### src/rtl/elastic_pkg.sv
// rtl/elastic_pkg.sv - shared widths, pointer wrap helper and operation encoding for the elastic queue
//
// Purpose : common definitions imported by elastic_dff_queue and its storage words.
//   ptr_w(depth)  : pointer width, at least 1 bit even for tiny depths
//   cnt_w(depth)  : occupancy width able to hold 0..depth inclusive
//   ptr_next()    : pointer increment that wraps depth-1 -> 0 by comparison,
//                   so depths that are not a power of two work unchanged
//   q_op_e        : per-cycle queue operation, encoded as {push, pop}
package elastic_pkg;

  typedef enum logic [1:0] {
    OP_IDLE = 2'b00,
    OP_POP  = 2'b01,
    OP_PUSH = 2'b10,
    OP_BOTH = 2'b11
  } q_op_e;

  function automatic int ptr_w(input int depth);
    int w;
    w = $clog2(depth);
    return (w < 1) ? 1 : w;
  endfunction

  function automatic int cnt_w(input int depth);
    return $clog2(depth + 1);
  endfunction

  function automatic int unsigned ptr_next(input int unsigned ptr, input int unsigned depth);
    return (ptr == depth - 1) ? 32'd0 : ptr + 32'd1;
  endfunction

endpackage

### src/rtl/en_dff_word.sv
// rtl/en_dff_word.sv - one WIDTH-bit storage word with write enable
//
// Purpose : a single queue entry; holds its value unless en_i is raised.
// Ports   :
//   clk    in  1      rising-edge clock
//   reset  in  1      asynchronous, active-low; clears the word to 0
//   en_i   in  1      load d_i on the next rising edge
//   d_i    in  WIDTH  write data
//   q_o    out WIDTH  stored word
module en_dff_word #(
  parameter int WIDTH = 64
) (
  input  logic             clk,
  input  logic             reset,
  input  logic             en_i,
  input  logic [WIDTH-1:0] d_i,
  output logic [WIDTH-1:0] q_o
);

  logic [WIDTH-1:0] word_q;

  always_ff @(posedge clk or negedge reset) begin
    if (!reset) begin
      word_q <= '0;
    end else if (en_i) begin
      word_q <= d_i;
    end
  end

  assign q_o = word_q;

endmodule

### src/rtl/elastic_dff_queue.sv
// rtl/elastic_dff_queue.sv - elastic register queue with valid/ready handshake, occupancy and flush
//
// Purpose : DEPTH words of WIDTH bits built from enable-DFF words. Decouples two
//           pipeline stages; in_ready depends on occupancy only, so there is no
//           combinational path from out_ready back to the producer.
// Config  : ELASTIC_BYPASS_EN - when defined, an empty queue forwards in_data to
//           out_data combinationally; if the consumer takes it in the same cycle
//           nothing is stored. Undefined: strict one-cycle minimum latency.
// Ports   :
//   clk        in  1                rising-edge clock
//   reset      in  1                asynchronous, active-low
//   flush      in  1                synchronous squash of all entries
//   in_valid   in  1                producer offers in_data
//   in_ready   out 1                queue can accept this cycle
//   in_data    in  WIDTH            write data
//   out_valid  out 1                out_data holds the oldest entry
//   out_ready  in  1                consumer takes out_data this cycle
//   out_data   out WIDTH            oldest entry
//   count      out clog2(DEPTH+1)   current occupancy 0..DEPTH
module elastic_dff_queue
  import elastic_pkg::*;
#(
  parameter int WIDTH = 64,
  parameter int DEPTH = 4
) (
  input  logic                       clk,
  input  logic                       reset,
  input  logic                       flush,
  input  logic                       in_valid,
  output logic                       in_ready,
  input  logic [WIDTH-1:0]           in_data,
  output logic                       out_valid,
  input  logic                       out_ready,
  output logic [WIDTH-1:0]           out_data,
  output logic [$clog2(DEPTH+1)-1:0] count
);

  localparam int PW = ptr_w(DEPTH);
  localparam int CW = cnt_w(DEPTH);
  localparam logic [CW-1:0] FULL_CNT = CW'(DEPTH);

  logic [PW-1:0]    wr_ptr_q, wr_ptr_d;
  logic [PW-1:0]    rd_ptr_q, rd_ptr_d;
  logic [CW-1:0]    count_q, count_d;
  logic [WIDTH-1:0] word_q [DEPTH];
  logic [DEPTH-1:0] wr_en;
  logic [WIDTH-1:0] rd_data;
  logic             empty;
  logic             full;
  logic             pass_through;
  logic             push;
  logic             pop;
  q_op_e            op;

  assign empty    = (count_q == '0);
  assign full     = (count_q == FULL_CNT);
  assign in_ready = ~full;
  assign count    = count_q;

`ifdef ELASTIC_BYPASS_EN
  logic bypass;

  // Forward the offered word while the queue is empty; a flush cycle never forwards.
  assign bypass       = empty & in_valid & ~flush;
  assign out_valid    = ~empty | bypass;
  assign out_data     = bypass ? in_data : rd_data;
  // Word consumed in the same cycle it was offered: it never touches storage.
  assign pass_through = bypass & out_ready;
`else
  assign out_valid    = ~empty;
  assign out_data     = rd_data;
  assign pass_through = 1'b0;
`endif

  // A flush cycle discards both sides of the handshake, including the storage write.
  // Pop only ever removes a stored word, never a forwarded one.
  assign push = in_valid & in_ready & ~pass_through & ~flush;
  assign pop  = out_ready & ~empty & ~flush;
  assign op   = q_op_e'({push, pop});

  // Only the word addressed by wr_ptr is enabled; every other word holds.
  always_comb begin
    wr_en = '0;
    for (int i = 0; i < DEPTH; i++) begin
      wr_en[i] = push & (wr_ptr_q == PW'(i));
    end
  end

  // Compare-based read mux so unused pointer codes (non power-of-two DEPTH) select nothing.
  always_comb begin
    rd_data = '0;
    for (int i = 0; i < DEPTH; i++) begin
      if (rd_ptr_q == PW'(i)) begin
        rd_data = word_q[i];
      end
    end
  end

  always_comb begin
    wr_ptr_d = wr_ptr_q;
    rd_ptr_d = rd_ptr_q;
    count_d  = count_q;
    if (flush) begin
      wr_ptr_d = '0;
      rd_ptr_d = '0;
      count_d  = '0;
    end else begin
      if (push) begin
        wr_ptr_d = PW'(ptr_next(32'(wr_ptr_q), DEPTH));
      end
      if (pop) begin
        rd_ptr_d = PW'(ptr_next(32'(rd_ptr_q), DEPTH));
      end
      case (op)
        OP_PUSH: count_d = count_q + CW'(1);
        OP_POP:  count_d = count_q - CW'(1);
        default: count_d = count_q;
      endcase
    end
  end

  always_ff @(posedge clk or negedge reset) begin
    if (!reset) begin
      wr_ptr_q <= '0;
      rd_ptr_q <= '0;
      count_q  <= '0;
    end else begin
      wr_ptr_q <= wr_ptr_d;
      rd_ptr_q <= rd_ptr_d;
      count_q  <= count_d;
    end
  end

  for (genvar g = 0; g < DEPTH; g++) begin : g_word
    en_dff_word #(
      .WIDTH(WIDTH)
    ) u_word (
      .clk   (clk),
      .reset (reset),
      .en_i  (wr_en[g]),
      .d_i   (in_data),
      .q_o   (word_q[g])
    );
  end

endmodule
### config.mk
export PLATFORM = sky130hd
export DESIGN_NAME = elastic_dff_queue
export DESIGN_NICKNAME = d
export VERILOG_FILES = /design/src/rtl/elastic_pkg.sv /design/src/rtl/en_dff_word.sv /design/src/rtl/elastic_dff_queue.sv
export SDC_FILE = /design/constraint.sdc
export NUM_CORES = 1
export LEC_CHECK = 0
export ABC_AREA = 1
export CAP_MARGIN = 40
export CORE_MARGIN = 5
export CORE_UTILIZATION = 40
export DETAILED_ROUTE_END_ITERATION = 10
export MAX_ROUTING_LAYER = met4
export REMOVE_ABC_BUFFERS = 1
export SLEW_MARGIN = 20
export SYNTH_ARGS = -nofsm -noshare
export SYNTH_HDL_FRONTEND = slang
export SYNTH_SLANG_ARGS = --single-unit
### constraint.sdc
create_clock -name clk -period 2 [get_ports clk]
set_clock_uncertainty 0.2 [all_clocks]
set_input_delay 0.4 -clock clk [delete_from_list [all_inputs] [get_ports clk]]
set_output_delay 0.4 -clock clk [all_outputs]
set_load 0.005 [all_outputs]
After elaboration in Yosys (flattened, before gate mapping)
Index checks and enable logic that the tools add are counted.
Storage, ports and cells
  register bits: 263
  bits of input ports: 69
  output and inout bits: 69
  word-level logic and storage cells: 49
Operators by class
  add/sub/neg operators: 4
  eq/ne operators: 9
  multiplexer cells: 12
  bitwise logic cells: 11
  reductions and logical operators: 6
Operators by type and width (count)
  two-way mux 64 bit: 4
  two-way mux 2 bit: 6
  equality test 2 bit, second input constant: 5
  bitwise AND 1 bit: 8
  equality test 2 x 1 -> 1 bit, second input constant: 3
  one-hot mux 3 bit (2 select lines): 1
  adder 2 x 1 -> 2 bit, second input constant: 2
  zero test 2 bit: 2
  nonzero test 2 bit: 2
  adder 3 x 1 -> 3 bit, second input constant: 1
  equality test 3 bit, second input constant: 1
  zero test 3 bit: 1
  two-way mux 3 bit: 1
  inverter 1 bit: 3
  nonzero test 3 bit: 1
  subtractor 3 x 1 -> 3 bit, second input constant: 1

Longest topological paths before layout
Gate-level depths: netlist of the first run.
  depth in word-level cells: 7
  depth in mapped cells: 12
  gate-level depth less buffers: 12

Modules after synthesis
Synthesis of the first run repeated with hierarchy kept, for this count alone.
Unflattened totals
  cell total of the unflattened synthesis: 1576
  area, all modules: 12393.1 um^2
By module, submodules not included
  en_dff_word: instances 4, cells an instance 270, area an instance 2446.1 um^2, seq. area each 1601.5 um^2
  elastic_dff_queue: instances 1, cells an instance 496, area an instance 2608.8 um^2, seq. area each 175.2 um^2

Worst setup path after synthesis of the first run
Ideal clock, no wire load.
  kind: reg-to-output
  start point: reg rd_ptr_q[0]
  end point: out out_data[10]
  arrival: 1.421 ns
  data required time: 1.400 ns
  slack: -0.021 ns
  stages on the path, launching flop included: 9
  path buffers: 1
  path through: dfrtp_1 inv_1 ha_1 inv_1 nor2_2 buf_2 nand2_1 a21o_1 a21oi_1
Between the ends
  cells in the longest elaborated chain, start to end: 5
  elaborated cells between the ends (all ways): 8
  those cells by class: 3 x eq/ne; 4 x mux; 1 x reduce/logical
RTL lines
  start: declaration: RTL line elastic_dff_queue.sv:43  | logic [PW-1:0] rd_ptr_q, rd_ptr_d;
  start signal: assignment: RTL line elastic_dff_queue.sv:129  | rd_ptr_q <= rd_ptr_d;
  zero test 2 bit: RTL line elastic_dff_queue.sv:93  | if (rd_ptr_q == PW'(i)) begin
  two-way mux 64 bit (3 in series): RTL line elastic_dff_queue.sv:93
  two-way mux 64 bit *: RTL line elastic_dff_queue.sv:93
  end: declaration: RTL line elastic_dff_queue.sv:34  | output logic [WIDTH-1:0] out_data,
Mark *: on every way between the ends. The rest lies on a longest branch, timed or not.

Worst setup path after layout of the first run
  start point: reg rd_ptr_q[0]
  end point: out out_data[22]
Same word-level chain as after synthesis.

==> qor.yml, run 1 <==
drt_iter0_markers: 607
routed_wl_um: 32300
wl_per_cell_um: 16.5
routabilityCongestion: 0.806
layout_setup_ws_ns: -0.887
status: "complete, but fails checks"
worstSetupPathType: "flop to output pin"
crit_fanout: 4
ys_top_cells_by_count: "nand2_1 (405), dfrtp_1 (263), o21ai_1 (256), a21oi_1 (129), inv_1 (75)"
violations: "setup timing"
core_area_um2: 29400
fp.dieArea_um2: 33100
grt_usage: 0.196
grt_pass1_wl_um: 52700
die_h_um: 182
postSynthRegisterBits: 263
diodes: 0
ys_top_cells_by_area: "dfrtp_1 (56%), nand2_1 (13%), o21ai_1 (11%)"
hold_path.class: "input port to asynchronous set/reset pin"
worstPathRequired_ns: 1.40
num_vias: 9827
root_buffer: "clkbuf_16"
synth_cell_types: 24
drt-vias-per-instance: 5.02
synth_top_area_share: 0.556
cp-end-kind: "output pin"
antenna_found_initial: 0
worstPathArrival_ns: 2.29
postSynthCellCount: 1379
max_freq_ghz: 0.346
met2RoutedLength_um: 14800
r2r-end: "count[2]$_DFFE_PN0P_"
drc: 0
io_buffers: 137
ios: 138
cts_sinks: 263
syn_area_um2: 11800
grt_pass1_vias: 9853
period_share: 1.44
yosysMostFrequentCell: "nand2_1"
cts_tree: "yes"
yosys_most_used_dff: "dfrtp_1"
whs_ns: 0.234
synthArstFlopShare: 1.00
clk_pin_slew_worst_paths_ns: 0.06
syn-mean-instance-area_um2: 8.58
final_util: 0.530
drive_gt1_frac: 0.192
rsz0062_at_grt: "true"
clk_path_buf_depth: 3
cts_max_level: 1
final_hold_viol_count: 0
grt_overflow: 0
report.power.total_uw: 23700
worst-r2r-setup-slack_ns: -0.03
ant_nets: 0
synth_edf_count: 0
yosysWarnings: 0
rows: 63
start_util: 0.402
p_per_area_nw_per_um2: 1520
final_max_slew_viol_count: 0
worst_pin_slew_ns: 0.564
met3RoutedLength_um: 1420
ys_seq_area_frac: 0.556
cts_buffers: 29
grt_max_degree: 69
p_leak_uw: 0.00761
setup_viol: 66
peakVddDrop_mv: 0.845
dp_hpwl_um: 19700
setup_tns_ns: -49.61
synth.largest_area_cell: "dfrtp_1"
clock_latency_ns: 0.53
reg2regPathDepth: 13
slew_headroom: 0.624
fin_crit_ns: 2.89
die_x_um: 182
routed.top_layer: "met4"
syn_to_final_growth_pct: 31.7
wl_met1_um: 15700
start_kind: "flop"
final_nets: 1625
firstDrtPassIters: 5
cap_viol_max_count: 0
crit-reg2reg-launch: "count[0]$_DFFE_PN0P_"
-- power breakdown --
group,total (uW),switching [uW],internal [uW]
Clock,5330,2090,3250
Sequential,8890,1260,7630
Combinational,9520,4610,4900
Total,23700,7960,15800
-- layout by cell type, fill, tap and decap left out, drive strengths merged --
master | Yosys | final
a21oi | 129 | 129
buf | 79 | 140
nand3 | 3 | 3
or2 | 1 | 1
clkinv | 0 | 5
clkbuf | 17 | 51
bufbuf | 0 | 2
bufinv | 0 | 2
nor2 | 67 | 67
xnor2 | 1 | 1
clkdlybuf4s50 | 0 | 67
ha | 8 | 8
a21boi | 1 | 1
inv | 76 | 76
nand2 | 408 | 408
clkdlybuf4s15 | 0 | 17
a21o | 64 | 64
dlygate4sd3 | 0 | 1
dfrtp | 263 | 263
dlygate4sd2 | 0 | 1
fa | 1 | 1
o21ai | 261 | 261
-- worst max-delay path, stage by stage (launching register included) --
cell and delay, ns:
dfrtp_1 0.43, inv_2 0.10, ha_4 0.12, inv_2 0.04
nor2_4 0.15, buf_12 0.16, buf_12 0.10, buf_12 0.10
buf_6 0.09, nand2_2 0.03, a21o_1 0.16, a21oi_2 0.15
buf_2 0.13
-- worst max-delay path by stage --
stage                     depth (start not counted)  slack (ns)      endpoint                    start
after floorplan                                   4       -1.80  out_data[62]  rd_ptr_q[0]$_DFFE_PN0P_
after global placement                           10       -0.65  out_data[49]  rd_ptr_q[0]$_DFFE_PN0P_
after detailed placement                         10       -0.69   out_data[9]  rd_ptr_q[0]$_DFFE_PN0P_
after CTS                                        11       -0.94  out_data[21]  rd_ptr_q[0]$_DFFE_PN0P_
after global routing                             12        -1.0  out_data[22]  rd_ptr_q[0]$_DFFE_PN0P_
final                                            12       -0.89  out_data[22]  rd_ptr_q[0]$_DFFE_PN0P_
-- per-layer routing --
layer / GRT usage / vias up
li1: - / 4843
met1: 0.278 / 4745
met2: 0.309 / 210
met3: 0.0276 / 29
met4: 0.0318 / 0
met5: - / -
-- cells by family after synthesis --
kind of cell,after synthesis,share of synthesized area
AND/OR/NAND/NOR,479,0.156
AO/OA/AOI/OAI,455,0.206
flip-flops,263,0.556
buffers and inverters,172,0.0708
adder cells (fa/ha/maj),9,0.0102
XOR/XNOR,1,0.000740
-- what timing repair did --
action	CTS	global route
endpoints found under the setup margin	70	71
hold buffers	1	0
gates resized for setup	320	56
hold endpoints to repair	53	0
cloned	3	3
pin swaps	19	22
setup buffers	12	10
-- stage by stage --
stage,worst slack (ns),instance area (um2),cells
floorplan,-1.80,11300,1283
global placement,-0.654,14100,1881
detailed placement,-0.685,14100,1881
CTS,-0.939,15400,1950
global route,-0.997,15600,1959
finish,-0.887,15600,1959
-- state kept, by name, summed over array words and instances (netlist names) --
register and cells:
rd_ptr_q 2, count 3, wr_ptr_q 2, g_word.u_word.q_o 256
-- cell type report --
type                            count  area (um2)
Clock inverter                      7        85.1
Clock buffer                       46         880
Multi-Input combinational cell    944        4770
Inverter                           76         285
Timing Repair Buffer              233        2490
Fill cell                        2733       13800
Tap cell                          390         488
Sequential cell                   263        6580
(Power assumes the default switching activity.)
==> run 2: changes to the inputs <==
CORE_MARGIN = 1   (was 5)
==> run 2 against run 1 <==
The flow still finishes with violations (setup timing). Sequential share of layout area is 0.71 points lower. Hold slack got worse by 0.11 ns. Via count increased by 0.97%. Routed wire length down 0.53%. Final cell count up 0.71%. Critical path depth is 4 lower. Setup slack worse by 0.0014 ns. Total power increased by 2.6%. Cell area is 1.7% higher. Fmax about the same. Combinational power increased by 8%.
==> qor.yml, run 2 (synthesis results as in run 1) <==
cts_max_level: 1
grt_pass1_wl_um: 53800
firstDrtPassIters: 5
fin_crit_ns: 2.89
finalNonFillerCells: 1973
critPathSlowestCell: "dfrtp_1"
slew_headroom: 0.775
peakVddDrop_mv: 0.742
reg2regPathDepth: 13
period_share: 1.44
clk_path_buf_depth: 3
worst-r2r-setup-slack_ns: 0.06
drt_iter0_markers: 723
die_h_um: 174
grt_usage: 0.225
post-place-cells: 1884
wl_per_cell_um: 16.3
worst_pin_slew_ns: 0.338
fp.dieArea_um2: 30300
worstPathArrival_ns: 2.29
core_area_um2: 28900
status: "complete, but fails checks"
final_max_slew_viol_count: 0
grt_overflow: 0
worstPathRequired_ns: 1.40
cts_sinks: 263
grt_pass1_vias: 10100
drive_gt1_frac: 0.218
largest_reg_flops: 256
r2r-end: "count[2]$_DFFE_PN0P_"
rsz0062_at_grt: "true"
ant_nets: 0
layout_setup_ws_ns: -0.889
clock_latency_ns: 0.54
fin_area_um2: 15800
drt-vias-per-instance: 5.03
startpoint: "rd_ptr_q[0]$_DFFE_PN0P_"
max_freq_ghz: 0.346
critical_path.cell_chain: "inv_2, buf_4, ha_4, buf_12, bufbuf_16, a21o_1, a21oi_2, buf_2"
crit-reg2reg-launch: "count[0]$_DFFE_PN0P_"
drc: 0
start_util: 0.409
clk_pin_slew_worst_paths_ns: 0.06
rows: 62
num_vias: 9922
die_x_um: 174
cp-end-kind: "output pin"
root_buffer: "clkbuf_16"
p_per_area_nw_per_um2: 1540
post_dp_cell_area_um2: 14200
antenna_found_initial: 0
cts_buffers: 29
layout_commonest_cell: "nand2_1"
io_buffers: 137
diodes: 0
cts_tree: "yes"
crit_fanout: 6
ios: 138
worstSetupEndpoint: "out_data[60]"
setup_viol: 65
p_leak_uw: 0.00776
worstSetupPathType: "flop to output pin"
violations: "setup timing"
routed_wl_um: 32200
hold_path.class: "input port to asynchronous set/reset pin"
final_nets: 1645
slowest_delay_ns: 0.43
grt_max_degree: 61
dp_hpwl_um: 19100
syn_to_final_growth_pct: 33.9
start_kind: "flop"
final_hold_viol_count: 0
cap_viol_max_count: 0
setup_tns_ns: -50.60
mostFrequentLayoutCells: "nand2_1 (381), dfrtp_1 (263), o21ai_1 (257)"
routabilityCongestion: 0.816
run 2: cell count changes in the layout (fill, tap and decap cells not counted), moves of 10 or more:
cell / before / now
a21oi_2: 59 / 72
nand2_1: 393 / 381
clkdlybuf4s15_2: 17 / 3
a21oi_1: 70 / 56
buf_2: 47 / 59
buf_4: 41 / 51
run 2: layer usage:
layer / GRT usage / vias to the layer above / routed length, um
li1: - / 4893 / -
met1: 0.316 / 4783 / 15400
met2: 0.354 / 212 / 14900
met3: 0.0317 / 34 / 1390
met4: 0.0355 / 0 / 468
met5: - / - / 0
run 2: through the flow:
step / power (uW) / utilization / hold WS, ns / worst slack [ns]
6_report: 24400 / 0.547 / 0.125 / -0.889
5_1_grt: 26100 / 0.547 / 0.146 / -0.971
4_1_cts: 24200 / 0.540 / 0.124 / -0.912
3_5_place_dp: 18200 / 0.492 / 0.0984 / -0.710
3_3_place_gp: 18000 / 0.492 / 0.101 / -0.683
2_1_floorplan: 13300 / - / -0.0956 / -1.80
run 2: what timing repair did:
action	CTS	global route
setup endpoints to repair	70	70
pin swaps	24	31
endpoints found under the hold margin	263	0
gates cloned	8	1
buffers inserted	23	6
hold buffers	1	0
resized for setup	331	78
run 2: worst min path at each step:
stage / to / slack, ns / cells past startpoint
6_report: g_word[2].u_word.q_o[58]$_DFFE_PN0P_ / 0.13 / 2
4_1_cts: g_word[2].u_word.q_o[58]$_DFFE_PN0P_ / 0.12 / 2
5_1_grt: g_word[2].u_word.q_o[58]$_DFFE_PN0P_ / 0.15 / 2
2_1_floorplan: count[0]$_DFFE_PN0P_ / -0.1 / 0
3_3_place_gp: g_word[2].u_word.q_o[58]$_DFFE_PN0P_ / 0.10 / 1
3_5_place_dp: g_word[2].u_word.q_o[58]$_DFFE_PN0P_ / 0.1 / 1
run 2: cell type report:
class | instances | area [um2]
Clock inverter | 9 | 77.6
Clock buffer | 44 | 842
Tap cell | 384 | 480
Sequential cell | 263 | 6580
Fill cell | 2616 | 13100
Multi-Input combinational cell | 944 | 4870
Inverter | 76 | 290
Timing Repair Buffer | 253 | 2700
run 2: worst max-delay path: cells and delay by family, from the launching register on:
kind / cells / cell delay [ns]
compound gates: 2 / 0.34
fa+ha+maj: 1 / 0.21
buf+inv: 5 / 0.78
flops: 1 / 0.43
run 2: report_power, final:
part	internal, uW	leakage, uW	switching, uW
Clock	3020	0.000457	2120
Sequential	7630	0.00337	1300
Combinational	5440	0.00393	4860
